### src/rtl/sfq_operand_driver.sv
// sfq_operand_driver: turns operand word pairs into toggle-encoded pulse trains for a
// clocked SFQ gate netlist. Bits go out LSB first, one bit slot per SLOT_CYCLES clocks.
// The netlist's toggle-encoded s/cout returns are collected back into result words.
// Build option: define SFQ_DRV_SYNC_EN to pass s_in/cout_in through a 2-flop synchroniser.
// With the option, capture timing lags by 2 cycles and two tail cycles follow DRIVE.
//
// state | meaning
// IDLE  | waiting for an operand pair, op_ready high
// DRIVE | emitting data/clock pulses and capturing returns slot by slot
// TAIL  | synchroniser build only: drains the last 2 delayed capture cycles
// DONE  | result word held until res_ready
module sfq_operand_driver #(
  parameter int WIDTH         = 8,
  parameter int SLOT_CYCLES   = 8,
  parameter int CLK_OFS       = 2,
  parameter int RES_LAT_SLOTS = 0
) (
  input  logic             clk,
  input  logic             rst,
  input  logic             op_valid,
  output logic             op_ready,
  input  logic [WIDTH-1:0] op_a,
  input  logic [WIDTH-1:0] op_b,
  output logic             a_out,
  output logic             b_out,
  output logic             clk_out,
  input  logic             s_in,
  input  logic             cout_in,
  output logic             res_valid,
  input  logic             res_ready,
  output logic [WIDTH-1:0] res_s,
  output logic [WIDTH-1:0] res_cout,
  output logic             busy,
  output logic             err_stray
);

  localparam int N  = WIDTH + RES_LAT_SLOTS;
  localparam int SW = $clog2(N + 1);
  localparam int CW = $clog2(SLOT_CYCLES);

  typedef enum logic [1:0] {IDLE = 2'd0, DRIVE = 2'd1, TAIL = 2'd2, DONE = 2'd3} state_t;

  state_t           state, state_nx;
  logic [SW-1:0]    slot;
  logic [CW-1:0]    cyc;
  logic             last;
  logic             tail_cnt;
  logic             hs;
  logic [WIDTH-1:0] a_sh, b_sh, a_nx, b_nx;

  logic             cap_act;
  logic [SW-1:0]    cap_slot;
  logic [CW-1:0]    cap_cyc;
  logic             s_v, c_v, s_prev, c_prev, seen_s, seen_c;
  logic             edge_s, edge_c, in_win;
  logic [WIDTH-1:0] bit_mask;

  assign last = (slot == SW'(N - 1)) && (cyc == CW'(SLOT_CYCLES - 1));
  assign hs   = (state == IDLE) && op_valid;

  // Status outputs decoded from state; op_ready is held off while reset is asserted.
  always_comb begin
    op_ready  = (state == IDLE) && !rst;
    busy      = (state == DRIVE);
    res_valid = (state == DONE);
  end

  // Next-state logic.
  always_comb begin
    state_nx = state;
    case (state)
      IDLE:  if (op_valid) state_nx = DRIVE;
      DRIVE: if (last) begin
`ifdef SFQ_DRV_SYNC_EN
        state_nx = TAIL;
`else
        state_nx = DONE;
`endif
      end
      TAIL:  if (tail_cnt) state_nx = DONE;
      DONE:  if (res_ready) state_nx = IDLE;
      default: state_nx = IDLE;
    endcase
  end

  // State register, tail counter and slot/cycle counters.
  always_ff @(posedge clk) begin
    if (rst) begin
      state    <= IDLE;
      tail_cnt <= 1'b0;
      slot     <= '0;
      cyc      <= '0;
    end else begin
      state    <= state_nx;
      tail_cnt <= (state == TAIL) ? ~tail_cnt : 1'b0;
      if (state == DRIVE) begin
        if (cyc == CW'(SLOT_CYCLES - 1)) begin
          cyc  <= '0;
          slot <= slot + SW'(1);
        end else begin
          cyc <= cyc + CW'(1);
        end
      end else begin
        slot <= '0;
        cyc  <= '0;
      end
    end
  end

  // Data bits queued for the next slot; empty once all WIDTH bits have gone out.
  always_comb begin
    a_nx = a_sh >> 1;
    b_nx = b_sh >> 1;
  end

  // Pulse lines are registered one cycle early so the toggle is visible in the slot cycle it belongs to.
  always_ff @(posedge clk) begin
    if (rst) begin
      a_out   <= 1'b0;
      b_out   <= 1'b0;
      clk_out <= 1'b0;
      a_sh    <= '0;
      b_sh    <= '0;
    end else if (hs) begin
      a_sh  <= op_a;
      b_sh  <= op_b;
      a_out <= a_out ^ op_a[0];
      b_out <= b_out ^ op_b[0];
    end else if (state == DRIVE) begin
      if (cyc == CW'(SLOT_CYCLES - 1)) begin
        a_sh  <= a_nx;
        b_sh  <= b_nx;
        a_out <= a_out ^ a_nx[0];
        b_out <= b_out ^ b_nx[0];
      end
      if (cyc == CW'(CLK_OFS - 1)) clk_out <= ~clk_out;
    end
  end

`ifdef SFQ_DRV_SYNC_EN
  logic          s_m, s_sync, c_m, c_sync, act_d1, act_d2;
  logic [SW-1:0] slot_d1, slot_d2;
  logic [CW-1:0] cyc_d1, cyc_d2;

  // Two-flop synchroniser, with the slot/cycle position delayed to match.
  always_ff @(posedge clk) begin
    if (rst) begin
      s_m     <= s_in;
      s_sync  <= s_in;
      c_m     <= cout_in;
      c_sync  <= cout_in;
      act_d1  <= 1'b0;
      act_d2  <= 1'b0;
      slot_d1 <= '0;
      slot_d2 <= '0;
      cyc_d1  <= '0;
      cyc_d2  <= '0;
    end else begin
      s_m     <= s_in;
      s_sync  <= s_m;
      c_m     <= cout_in;
      c_sync  <= c_m;
      act_d1  <= (state == DRIVE);
      act_d2  <= act_d1;
      slot_d1 <= slot;
      slot_d2 <= slot_d1;
      cyc_d1  <= cyc;
      cyc_d2  <= cyc_d1;
    end
  end

  assign s_v      = s_sync;
  assign c_v      = c_sync;
  assign cap_act  = act_d2;
  assign cap_slot = slot_d2;
  assign cap_cyc  = cyc_d2;
`else
  assign s_v      = s_in;
  assign c_v      = cout_in;
  assign cap_act  = (state == DRIVE);
  assign cap_slot = slot;
  assign cap_cyc  = cyc;
`endif

  // Edge detection, capture window and target result bit (slots before the latency are discarded).
  always_comb begin
    edge_s   = s_v != s_prev;
    edge_c   = c_v != c_prev;
    in_win   = cap_act && (cap_cyc >= CW'(CLK_OFS + 1));
    bit_mask = '0;
    if (int'(cap_slot) >= RES_LAT_SLOTS)
      bit_mask = WIDTH'(1) << (cap_slot - SW'(RES_LAT_SLOTS));
  end

  // Result capture and sticky stray-edge flag; results clear when a new operand pair is accepted.
  always_ff @(posedge clk) begin
    if (rst) begin
      s_prev    <= s_in;
      c_prev    <= cout_in;
      seen_s    <= 1'b0;
      seen_c    <= 1'b0;
      res_s     <= '0;
      res_cout  <= '0;
      err_stray <= 1'b0;
    end else begin
      s_prev <= s_v;
      c_prev <= c_v;
      seen_s <= in_win && (seen_s || edge_s);
      seen_c <= in_win && (seen_c || edge_c);
      if (edge_s) begin
        if (!in_win || seen_s) err_stray <= 1'b1;
        else res_s <= res_s | bit_mask;
      end
      if (edge_c) begin
        if (!in_win || seen_c) err_stray <= 1'b1;
        else res_cout <= res_cout | bit_mask;
      end
      if (hs) begin
        res_s    <= '0;
        res_cout <= '0;
      end
    end
  end

endmodule

### config.mk
export PLATFORM = sky130hd
export DESIGN_NAME = sfq_operand_driver
export DESIGN_NICKNAME = d
export VERILOG_FILES = /design/src/rtl/sfq_operand_driver.sv
export SDC_FILE = /design/constraint.sdc
export NUM_CORES = 1
export LEC_CHECK = 0
export ABC_AREA = 1
export BUFFER_PORTS_ARGS = -buffer_cell sky130_fd_sc_hd__buf_2
export CAP_MARGIN = 20
export CORE_UTILIZATION = 58
export DETAILED_ROUTE_END_ITERATION = 10
export PLACE_DENSITY = 0.93
export SYNTH_ARGS = -nofsm -noshare
export SYNTH_HDL_FRONTEND = slang
export SYNTH_SLANG_ARGS = --single-unit
### constraint.sdc
create_clock -name clk -period 2.51 [get_ports clk]
set_input_delay 0.1255 -clock clk [delete_from_list [all_inputs] [get_ports clk]]
set_output_delay 0.1255 -clock clk [all_outputs]
set_load 0.02 [all_outputs]
==> metrics.cfg, run 1 <==
[synth]
post-synth-top-count-cell=dfxtp_1
synth_xor_area_share_pct=0
synthArstFlopShare_pct=0
synth_adder_area_share_pct=9.014
synth_compound_area_share_pct=13.86
syn_nets=336
synth_common_cells=dfxtp_1 (48), nor2_1 (46), inv_1 (43), nand2_1 (41), a21oi_1 (35)
synth-simple-area-share_pct=23.32
synth.cell_area_um2=2221
synth_ff_type=dfxtp_1
synth_top_family_by_area=simple AND/OR/NAND/NOR gates
synth_top_area_share_pct=43.27
ys_top_cells_by_area=dfxtp_1 (43%), ha_1 (9.0%), a21oi_1 (7.9%)
synth.largest_area_cell=dfxtp_1
synth_cell_types=24
synth_mux_area_share_pct=0
syn_avg_cell_area_um2=7.453
seq_area_frac_synth_pct=43.27
yosysWarnings=0
synth-seq-cells=48
synth_edf_count=0
syn_inst=298

[floorplanning]
initial_core_util_pct=60.66
core-area_um2=3661
chipWidth_um=63.88
dieHeight_um=63.88
dieArea_um2=4081
io_pins=45
rows=22

[setup_path]
path_class=reg2reg
cp-end-kind=flip-flop
rrSetupSlack_ps=660
required_ps=2700
crit_path_start_kind=flip-flop
cp-startpoint=state[0]$_SDFFE_PP0P_
r2r_cells=8
worstReg2RegEnd=a_sh[4]$_SDFFE_PP0P_
timing.rr.start=state[0]$_SDFFE_PP0P_
critPathMaxFanout=25
cp.arrival_ps=2040
crit_end=a_sh[4]$_SDFFE_PP0P_

[pwr]
swShare_pct=35.03
pwr_density_cell_nw_per_um2=790.8
finalPower_mw=2.039
power_frac_comb_pct=28.8
p_sw_mw=0.7144
ir_worst_vdd_mv=0.4210
power.clock.fraction_pct=27.1
pwr-share-seq_pct=44.1
p_int_mw=1.325
p_leak_nw=1.127

[clock_network]
cts_buffers=5
clockBufferDepth=2
clk_pin_slew_ps=90
htree_levels=2
cts_tree=built
root_buffer=clkbuf_8
clock_latency_ps=310
numClockSinks=48
post-cts-setup-buffers=0

[timing]
fin_crit_ps=1854
finalSetupTns_ps=0
hold_viol=0
rsz0062_at_grt=false
maxSlewHeadroom_pct=63.68
finalCritPeriodShare_pct=73.85
slew_violations=0
finClkSkew_ps=9.646
timing.hold.ws_ps=61.27
setup_violations=0
worstMarginPinSlew_ps=543.4
fmax_mhz=539.5
fin_ws_ps=656.4

[cells_and_area]
fin_area_um2=2579
finalNonFillerCells=392
layout-drive-gt1-share_pct=17.15
fin_nets=381
num_antenna_cells=0
area_delta_synth_final_pct=16.11
fin_util_pct=70.44

[grt]
grt_pass1_wl_um=7748
antenna_found_initial=0
grt_usage_pct=24.11
grt_max_degree=26
first_global_vias=1861
grt_overflow=0

[placed_design]
placed_area_um2=2447
portBuffers=44
placed_cells=382
routabilityCongestion=0.7804
hpwlAfterDp_um=3027
pre_cts_ws_ps=702.6

[routing]
wl_per_cell_um=11.75
drc=0
vias=2026
ant_nets=0
drt_iter0_markers=198
wl_um=4605
dr.pass1.iters=5
avgViaCountPerCell=5.168

[run]
cap_viol_max_count=0

[run_status]
run_status=finished, final reports clean

[hold_path]
hold_path.class=in2reg

placed cells by master (no fill, tap or decap), types with 3 or more instances in the layout:
cell      instances
buf_2            44
clkbuf_8          5
dfxtp_1          48
ha_1             16
nand2_1          41
nand4_1          17
nor3_1            4
nor2_1           46
inv_2             3
inv_1            43
o21ai_0          15
a21oi_1          35
nand3_1           5
o21ai_1           7
final cells by class:
class | count | area [um2]
Fill cell | 278 | 1082
Multi-Input combinational cell | 194 | 1026
Sequential cell | 48 | 960.9
Timing Repair Buffer | 46 | 240.2
Inverter | 48 | 180.2
Clock buffer | 5 | 68.82
Tap cell | 48 | 60.06
Clock inverter | 3 | 42.54
state kept, by name (all words and copies together) (netlist names), 2 cells and up:
signal and flops:
cap_slot 4, state 2, b_sh 7, a_sh 7
res_s 8, res_cout 8, cap_cyc 3
per-layer routing:
layer  vias up  share of wire (%)  GRT usage (%)
met5         -                  0              0
met4         0                1.2          8.523
met3         6                5.4          6.429
met2        52                 50          43.22
met1       918                 43          27.18
li1       1050                  -              -
power by group through the flow:
stage / clock (mW) / sequential (mW) / combinational [mW]
2_1_floorplan: 0 / 0.918 / 0.463
3_3_place_gp: 0 / 0.913 / 0.558
3_5_place_dp: 0 / 0.915 / 0.574
4_1_cts: 0.561 / 0.898 / 0.585
5_1_grt: 0.591 / 0.913 / 0.672
6_report: 0.553 / 0.899 / 0.587
worst min path at each step:
stage | startpoint | end | slack [ps] | depth (start not counted)
detailed placement | s_in | s_prev$_DFF_P_ | 260 | 1
floorplan | cout_in | c_prev$_DFF_P_ | 150 | 0
global route | op_b[7] | b_sh[7]$_SDFFE_PP0P_ | 70 | 3
finish | op_a[7] | a_sh[7]$_SDFFE_PP0P_ | 60 | 3
global placement | cout_in | c_prev$_DFF_P_ | 260 | 1
CTS | op_b[7] | b_sh[7]$_SDFFE_PP0P_ | 70 | 3
critical path: stages (launching register included):
cell,delay (ps)
dfxtp_1,430
inv_1,90
ha_1,240
nand2_2,260
nand2_1,110
inv_2,300
nor2_1,80
o21ai_0,110
a21oi_1,110
what timing repair did:
item                                   CTS  global route
hold buffers                             2             0
endpoints found under the hold margin    2             0
resized for setup                        0             0
cell families (layout without fill, tap and decap cells):
group	after synthesis	after routing
AOI/OAI and AO/OA	59	59
and+or+nand+nor	119	119
adders and majority gates	16	16
buffers and inverters	56	102
DFF	48	48
(Power assumes the default switching activity.)
==> run 2: changes to the inputs <==
--- a/config.mk
+++ b/config.mk
@@ -5,12 +5,12 @@
 export SDC_FILE = /design/constraint.sdc
 export NUM_CORES = 1
 export LEC_CHECK = 0
-export ABC_AREA = 1
+export ABC_AREA = 0
 export BUFFER_PORTS_ARGS = -buffer_cell sky130_fd_sc_hd__buf_2
 export CAP_MARGIN = 20
-export CORE_UTILIZATION = 58
+export CORE_UTILIZATION = 48
 export DETAILED_ROUTE_END_ITERATION = 10
-export PLACE_DENSITY = 0.93
+export PLACE_DENSITY = 0.83
 export SYNTH_ARGS = -nofsm -noshare
 export SYNTH_HDL_FRONTEND = slang
 export SYNTH_SLANG_ARGS = --single-unit
==> constraint.sdc (replaced) <==
create_clock -name clk -period 1.7 [get_ports clk]
set_input_delay 0.085 -clock clk [delete_from_list [all_inputs] [get_ports clk]]
set_output_delay 0.085 -clock clk [all_outputs]
set_load 0.02 [all_outputs]
==> run 2 against run 1 <==
The flow now finishes with violations (setup timing). Clock skew is 5.5 ps lower. Core utilization fell by 6.9 points. First-iteration DRC count is 57% lower. Synthesized cell count decreased by 20%. Largest cell class unchanged. Highest routed layer unchanged.
==> metrics.cfg, run 2 <==
[run_status]
run_status=finished with violations  ; was finished, final reports clean
violations=setup timing

[timing]
worstMarginPinSlew_ps=389.4  ; was 543.4 ps
maxSlewHeadroom_pct=73.95  ; was 63.68%
rsz0062_at_grt=true  ; was false
setup_violations=1  ; was 0
fin_ws_ps=-0.2074  ; was 656.4 ps
finalSetupTns_ps=-0.2074  ; was 0 ps
finClkSkew_ps=4.122  ; was 9.646 ps
fin_crit_ps=1700  ; was 1854 ps
slew_violations=0  ; unchanged
hold_viol=0  ; unchanged
timing.hold.ws_ps=56.76  ; was 61.27 ps
finalCritPeriodShare_pct=100.0  ; was 73.85%
fmax_mhz=588.2  ; was 539.5 MHz

[placed_design]
portBuffers=44  ; unchanged
hpwlAfterDp_um=3167  ; was 3027 um
routabilityCongestion=0.8286  ; was 0.7804

[synth]
synth-seq-cells=48  ; unchanged
synth_xor_area_share_pct=1.641  ; was 0%
synth_cell_types=36  ; was 24
seq_area_frac_synth_pct=45.02  ; was 43.27%
synth.cell_area_um2=2135  ; was 2221 um2
syn_avg_cell_area_um2=8.931  ; was 7.453 um2
synth_top_area_share_pct=45.02  ; was 43.27%
synthArstFlopShare_pct=0  ; unchanged
synth_edf_count=0  ; unchanged
post-synth-top-count-cell=dfxtp_1  ; unchanged
synth.largest_area_cell=dfxtp_1  ; unchanged
ys_top_cells_by_area=dfxtp_1 (45%), ha_1 (9.4%), nand2_1 (6.3%)  ; was dfxtp_1 (43%), ha_1 (9.0%), a21oi_1 (7.9%)
synth_common_cells=dfxtp_1 (48), nand2_1 (36), nor2_1 (23), o21ai_0 (17), ha_1 (16)  ; was dfxtp_1 (48), nor2_1 (46), inv_1 (43), nand2_1 (41), a21oi_1 (35)
synth_mux_area_share_pct=2.696  ; was 0%
synth_top_family_by_area=simple AND/OR/NAND/NOR gates  ; unchanged
synth_adder_area_share_pct=9.379  ; was 9.014%
yosysWarnings=0  ; unchanged
synth_compound_area_share_pct=15.65  ; was 13.86%
syn_nets=277  ; was 336
synth_ff_type=dfxtp_1  ; unchanged
syn_inst=239  ; was 298
synth-simple-area-share_pct=21.34  ; was 23.32%

[cells_and_area]
num_antenna_cells=0  ; unchanged
top_regs=res_cout x8, res_s x8  ; unchanged
area_delta_synth_final_pct=23.45  ; was 16.11%
layout_common_cells=dfxtp_1 (45), buf_2 (44), nand2_1 (36)  ; was dfxtp_1 (48), nor2_1 (46), buf_2 (44)
fin_util_pct=63.59  ; was 70.44%
layout-drive-gt1-share_pct=26.87  ; was 17.15%
fin_nets=332  ; was 381
layout_commonest_cell=dfxtp_1  ; unchanged

[clock_network]
cts_tree=built  ; unchanged
root_buffer=clkbuf_8  ; unchanged
clockBufferDepth=2  ; unchanged
cts_buffers=5  ; unchanged
clock_latency_ps=290  ; was 310 ps
htree_levels=2  ; unchanged
numClockSinks=48  ; unchanged
clk_pin_slew_ps=80  ; was 90 ps

[setup_path]
required_ps=1880  ; was 2700 ps
critPathMaxFanout=2  ; was 25
crit_path_start_kind=flip-flop  ; unchanged
cp.arrival_ps=1880  ; was 2040 ps
cp-end-kind=flip-flop  ; unchanged
path_class=reg2reg  ; unchanged

[hold_path]
hold_path.class=in2reg  ; unchanged

[run]
cap_viol_max_count=0  ; unchanged

[routing]
wl_per_cell_um=12.44  ; was 11.75 um
wl_um=4279  ; was 4605 um
drc=0  ; unchanged
drt_iter0_markers=86  ; was 198
dr.pass1.iters=4  ; was 5
avgViaCountPerCell=5.250  ; was 5.168
vias=1806  ; was 2026
ant_nets=0  ; unchanged

[floorplanning]
initial_core_util_pct=51.51  ; was 60.66%
dieArea_um2=4718  ; was 4081 um2
dieHeight_um=68.69  ; was 63.88 um
chipWidth_um=68.69  ; was 63.88 um
io_pins=45  ; unchanged
rows=23  ; was 22
core-area_um2=4144  ; was 3661 um2

[grt]
antenna_found_initial=0  ; unchanged
grt_overflow=0  ; unchanged
first_global_vias=1576  ; was 1861
grt_max_degree=23  ; was 26
grt_usage_pct=20.12  ; was 24.11%
grt_pass1_wl_um=7031  ; was 7748 um

[pwr]
pwr_density_cell_nw_per_um2=1211  ; was 790.8 nW/um2
p_leak_nw=1.116  ; was 1.127 nW
ir_worst_vdd_mv=0.8226  ; was 0.4210 mV

==> run 2: layout make-up <==
| type | instances | area [um2] |
|---|---|---|
| inverter | 8 | 30.03 |
| fill | 361 | 1509 |
| clock inverter | 1 | 5.005 |
| timing repair buffer | 62 | 380.4 |
| tap | 50 | 62.56 |
| clock buffer | 6 | 72.57 |
| multi-input combinational | 169 | 1117 |
| sequential | 48 | 967.2 |
==> run 2: critical path: stages (launching register included) <==
cell       delay [ps]
dfxtp_1           370
ha_4              160
ha_4              130
nand4b_1          140
a2111oi_4         440
mux2_4            340
==> run 2: stage by stage <==
step           area [um2]  total power [mW]  setup slack, ps  instances
3_5_place_dp         2486             2.540           -38.83        334
6_report             2635             3.192          -0.2074        344
2_1_floorplan        2140             2.211            14.05        239
4_1_cts              2595             3.197            5.341        344
3_3_place_gp         2486             2.507            43.26        334
5_1_grt              2635             3.430           -56.38        344
==> run 2: path summary, 6_finish.rpt <==
check	from	end	slack, ps	cells past startpoint
max	cap_cyc[0]$_SDFF_PP0_	state[0]$_SDFFE_PP0P_	-0.2	5
min	op_a[7]	a_sh[7]$_SDFFE_PP0P_	60	3
max reg2reg	cap_cyc[0]$_SDFF_PP0_	state[0]$_SDFFE_PP0P_	-0.2	5
min reg2reg	res_cout[6]$_SDFFE_PP0P_	res_cout[6]$_SDFFE_PP0P_	450	2
==> run 2: cell families (layout without fill, tap and decap cells) <==
| family | Yosys count | in the layout |
|---|---|---|
| xor+xnor | 4 | 4 |
| mux | 5 | 5 |
| flops | 48 | 48 |
| buf+inv | 22 | 77 |
| compound gates | 45 | 45 |
| fa+ha+maj | 16 | 16 |
| simple gates | 99 | 99 |
==> run 2: power by group <==
part | internal (mW) | total (mW) | switching (mW) | leakage (nW)
clock network | 0.280 | 0.616 | 0.336 | 0.0410
registers | 1.29 | 1.39 | 0.103 | 0.393
logic | 0.521 | 1.19 | 0.664 | 0.682
==> run 2: routing by layer <==
layer	up-vias	wire length (um)	global-route usage (%)	part of all wire [%]
met5	-	0	0	0
met4	0	53	6.250	1.2
met3	6	213	4.934	5.0
met2	52	2016	33.21	47
met1	809	1996	25.65	47
li1	939	-	-	-
==> run 2: repair_timing <==
action	CTS	global route
endpoints found under the setup margin	2	30
pin swaps	1	2
endpoints found under the hold margin	2	0
cloned	0	0
gates resized for setup	2	10
buffers inserted	1	0
hold buffers	2	0
==> run 3: changes to the inputs <==
--- a/config.mk
+++ b/config.mk
@@ -6,7 +6,7 @@
 export NUM_CORES = 1
 export LEC_CHECK = 0
 export ABC_AREA = 0
-export BUFFER_PORTS_ARGS = -buffer_cell sky130_fd_sc_hd__buf_2
+export BUFFER_PORTS_ARGS = -buffer_cell sky130_fd_sc_hd__buf_4
 export CAP_MARGIN = 20
 export CORE_UTILIZATION = 48
 export DETAILED_ROUTE_END_ITERATION = 10
==> run 3 against run 2 <==
The run now ends clean. Count of clock-buffer cells in the layout is 1 lower. Critical path type unchanged. Critical endpoint is now err_stray$_SDFF_PP0_. Largest cell class unchanged. Power grew 12%. Via count up 3.2%. Worst setup slack improved by 67 ps. Largest power group unchanged.
==> metrics.cfg, run 3 (synthesis gave the netlist of run 2 again) <==
[run_status]
run_status=finished, final reports clean  ; was finished with violations

[clock_network]
clk_pin_slew_ps=90  ; was 80 ps
clock_latency_ps=300  ; was 290 ps
numClockSinks=48  ; unchanged
root_buffer=clkbuf_8  ; unchanged
cts_tree=built  ; unchanged
clockBufferDepth=2  ; unchanged
htree_levels=2  ; unchanged
cts_buffers=5  ; unchanged

[routing]
avgViaCountPerCell=5.431  ; was 5.250
wl_um=4686  ; was 4279 um
wl_per_cell_um=13.66  ; was 12.44 um
ant_nets=0  ; unchanged
drc=0  ; unchanged
drt_iter0_markers=115  ; was 86
dr.pass1.iters=4  ; unchanged
vias=1863  ; was 1806

[grt]
grt_overflow=0  ; unchanged
first_global_vias=1679  ; was 1576
grt_max_degree=26  ; was 23
antenna_found_initial=0  ; unchanged
grt_usage_pct=21.65  ; was 20.12%
grt_pass1_wl_um=7493  ; was 7031 um

[setup_path]
crit_chain=inv_1 -> ha_2 -> nor2b_2 -> a21boi_0 -> o31a_1  ; was ha_4 -> ha_4 -> nand4b_1 -> a2111oi_4 -> mux2_4
crit_family=compound AO/OA/AOI/OAI gates  ; unchanged
rrSetupSlack_ps=70  ; was -0.2 ps
r2r_cells=5  ; unchanged
timing.rr.start=state[1]$_SDFFE_PP0P_  ; was cap_cyc[0]$_SDFF_PP0_
critPathMaxFanout=11  ; was 2
crit_path_start_kind=flip-flop  ; unchanged
path_class=reg2reg  ; unchanged
crit_path_top_delay_cell=ha_2  ; was a2111oi_4
required_ps=1890  ; was 1880 ps
crit_buf_inv=1  ; was 0
cp-end-kind=flip-flop  ; unchanged
slowest_delay_ps=380  ; was 440 ps
cp.arrival_ps=1830  ; was 1880 ps
worstReg2RegEnd=err_stray$_SDFF_PP0_  ; was state[0]$_SDFFE_PP0P_

[floorplanning]
core-area_um2=4144  ; unchanged
io_pins=45  ; unchanged
dieArea_um2=4718  ; unchanged
chipWidth_um=68.69  ; unchanged
initial_core_util_pct=51.51  ; unchanged
rows=23  ; unchanged
dieHeight_um=68.69  ; unchanged

[timing]
setup_violations=0  ; was 1
hold_viol=0  ; unchanged
fmax_mhz=612.2  ; was 588.2 MHz
slew_violations=0  ; unchanged
maxSlewHeadroom_pct=72.95  ; was 73.95%
fin_crit_ps=1633  ; was 1700 ps
finClkSkew_ps=10.08  ; was 4.122 ps
timing.hold.ws_ps=46.98  ; was 56.76 ps
worstMarginPinSlew_ps=404.3  ; was 389.4 ps
finalSetupTns_ps=0  ; was -0.2074 ps
finalCritPeriodShare_pct=96.09  ; was 100.0%
rsz0062_at_grt=true  ; unchanged

[cells_and_area]
top_regs=res_cout x8, res_s x8  ; unchanged
layout_commonest_cell=buf_4  ; was dfxtp_1
fin_area_um2=2808  ; was 2635 um2
area_delta_synth_final_pct=31.54  ; was 23.45%
num_antenna_cells=0  ; unchanged
layout-drive-gt1-share_pct=29.69  ; was 26.87%
layout_common_cells=buf_4 (54), dfxtp_1 (44), nand2_1 (35)  ; was dfxtp_1 (45), buf_2 (44), nand2_1 (36)
fin_nets=330  ; was 332

[pwr]
pwr_density_cell_nw_per_um2=1269  ; was 1211 nW/um2
p_leak_nw=1.148  ; was 1.116 nW
finalPower_mw=3.564  ; was 3.192 mW
ir_worst_vdd_mv=0.9414  ; was 0.8226 mV

[hold_path]
holdPathEnd=a_sh[7]$_SDFFE_PP0P_  ; unchanged
holdPathStages=3  ; unchanged
hold_path.class=in2reg  ; unchanged
min_from=op_a[7]  ; unchanged

[placed_design]
placed_area_um2=2586  ; was 2486 um2
routabilityCongestion=0.7885  ; was 0.8286
hpwlAfterDp_um=3319  ; was 3167 um
portBuffers=44  ; unchanged

[run]
cap_viol_max_count=0  ; unchanged

==> run 3: cell types whose count changed in the layout (fill, tap and decap cells not counted), moves of 2 or more <==
cell	change
buf_2	-44
buf_4	+41
a311oi_1	-2
a311oi_2	+2
a41oi_1	-2
a41oi_2	+2
dfxtp_2	+2
==> run 3: worst reg2reg max path, stage by stage, from the launching register on <==
cell      delay [ps]
dfxtp_2          350
inv_1            110
ha_2             380
nor2b_2          290
a21boi_0         120
o31a_1           280
==> run 3: routing by layer <==
metal | part of all wire (%) | up-vias | global-route usage [%]
met5 | 0 | - | 0
met4 | 1.9 | 0 | 8.594
met3 | 5.2 | 9 | 3.947
met2 | 49 | 56 | 35.78
li1 | - | 936 | -
met1 | 44 | 862 | 27.70
==> run 3: area by class of cell <==
type                       instances  area [um2]
tap                               50       62.56
fill                             333        1336
inverter                           8       30.03
clock inverter                     3       42.54
clock buffer                       5       68.82
timing repair buffer              60       488.0
sequential                        48       965.9
multi-input combinational        169        1150
==> run 3: worst max path at each step <==
stage,to,from,cells after the start
2_1_floorplan,state[0]$_SDFFE_PP0P_,state[1]$_SDFFE_PP0P_,5
3_3_place_gp,res_s[6]$_SDFFE_PP0P_,state[0]$_SDFFE_PP0P_,7
3_5_place_dp,res_s[2]$_SDFFE_PP0P_,state[0]$_SDFFE_PP0P_,7
4_1_cts,err_stray$_SDFF_PP0_,state[1]$_SDFFE_PP0P_,5
5_1_grt,err_stray$_SDFF_PP0_,state[1]$_SDFFE_PP0P_,5
6_report,err_stray$_SDFF_PP0_,state[1]$_SDFFE_PP0P_,5
==> run 3: through the flow <==
| step | util [%] | cells | worst slack (ps) |
|---|---|---|---|
| 5_1_grt | 67.75 | 343 | -30.49 |
| 3_5_place_dp | 62.41 | 331 | -39.91 |
| 4_1_cts | 66.52 | 342 | 10.26 |
| 2_1_floorplan | - | 239 | 14.05 |
| 6_report | 67.75 | 343 | 66.55 |
| 3_3_place_gp | 62.41 | 331 | 48.17 |
==> run 3: power breakdown <==
part	switching, mW	total, mW	internal (mW)
Sequential	0.108	1.39	1.29
Combinational	0.742	1.35	0.608
Clock	0.385	0.820	0.435
Total	1.24	3.56	2.33
==> run 3: timing repair <==
| item | CTS | global route |
|---|---|---|
| pin swaps | 1 | 1 |
| endpoints found under the hold margin | 2 | 0 |
| setup buffers | 1 | 1 |
| setup endpoints to repair | 20 | 30 |
| hold buffers | 2 | 0 |
| gates resized for setup | 8 | 10 |
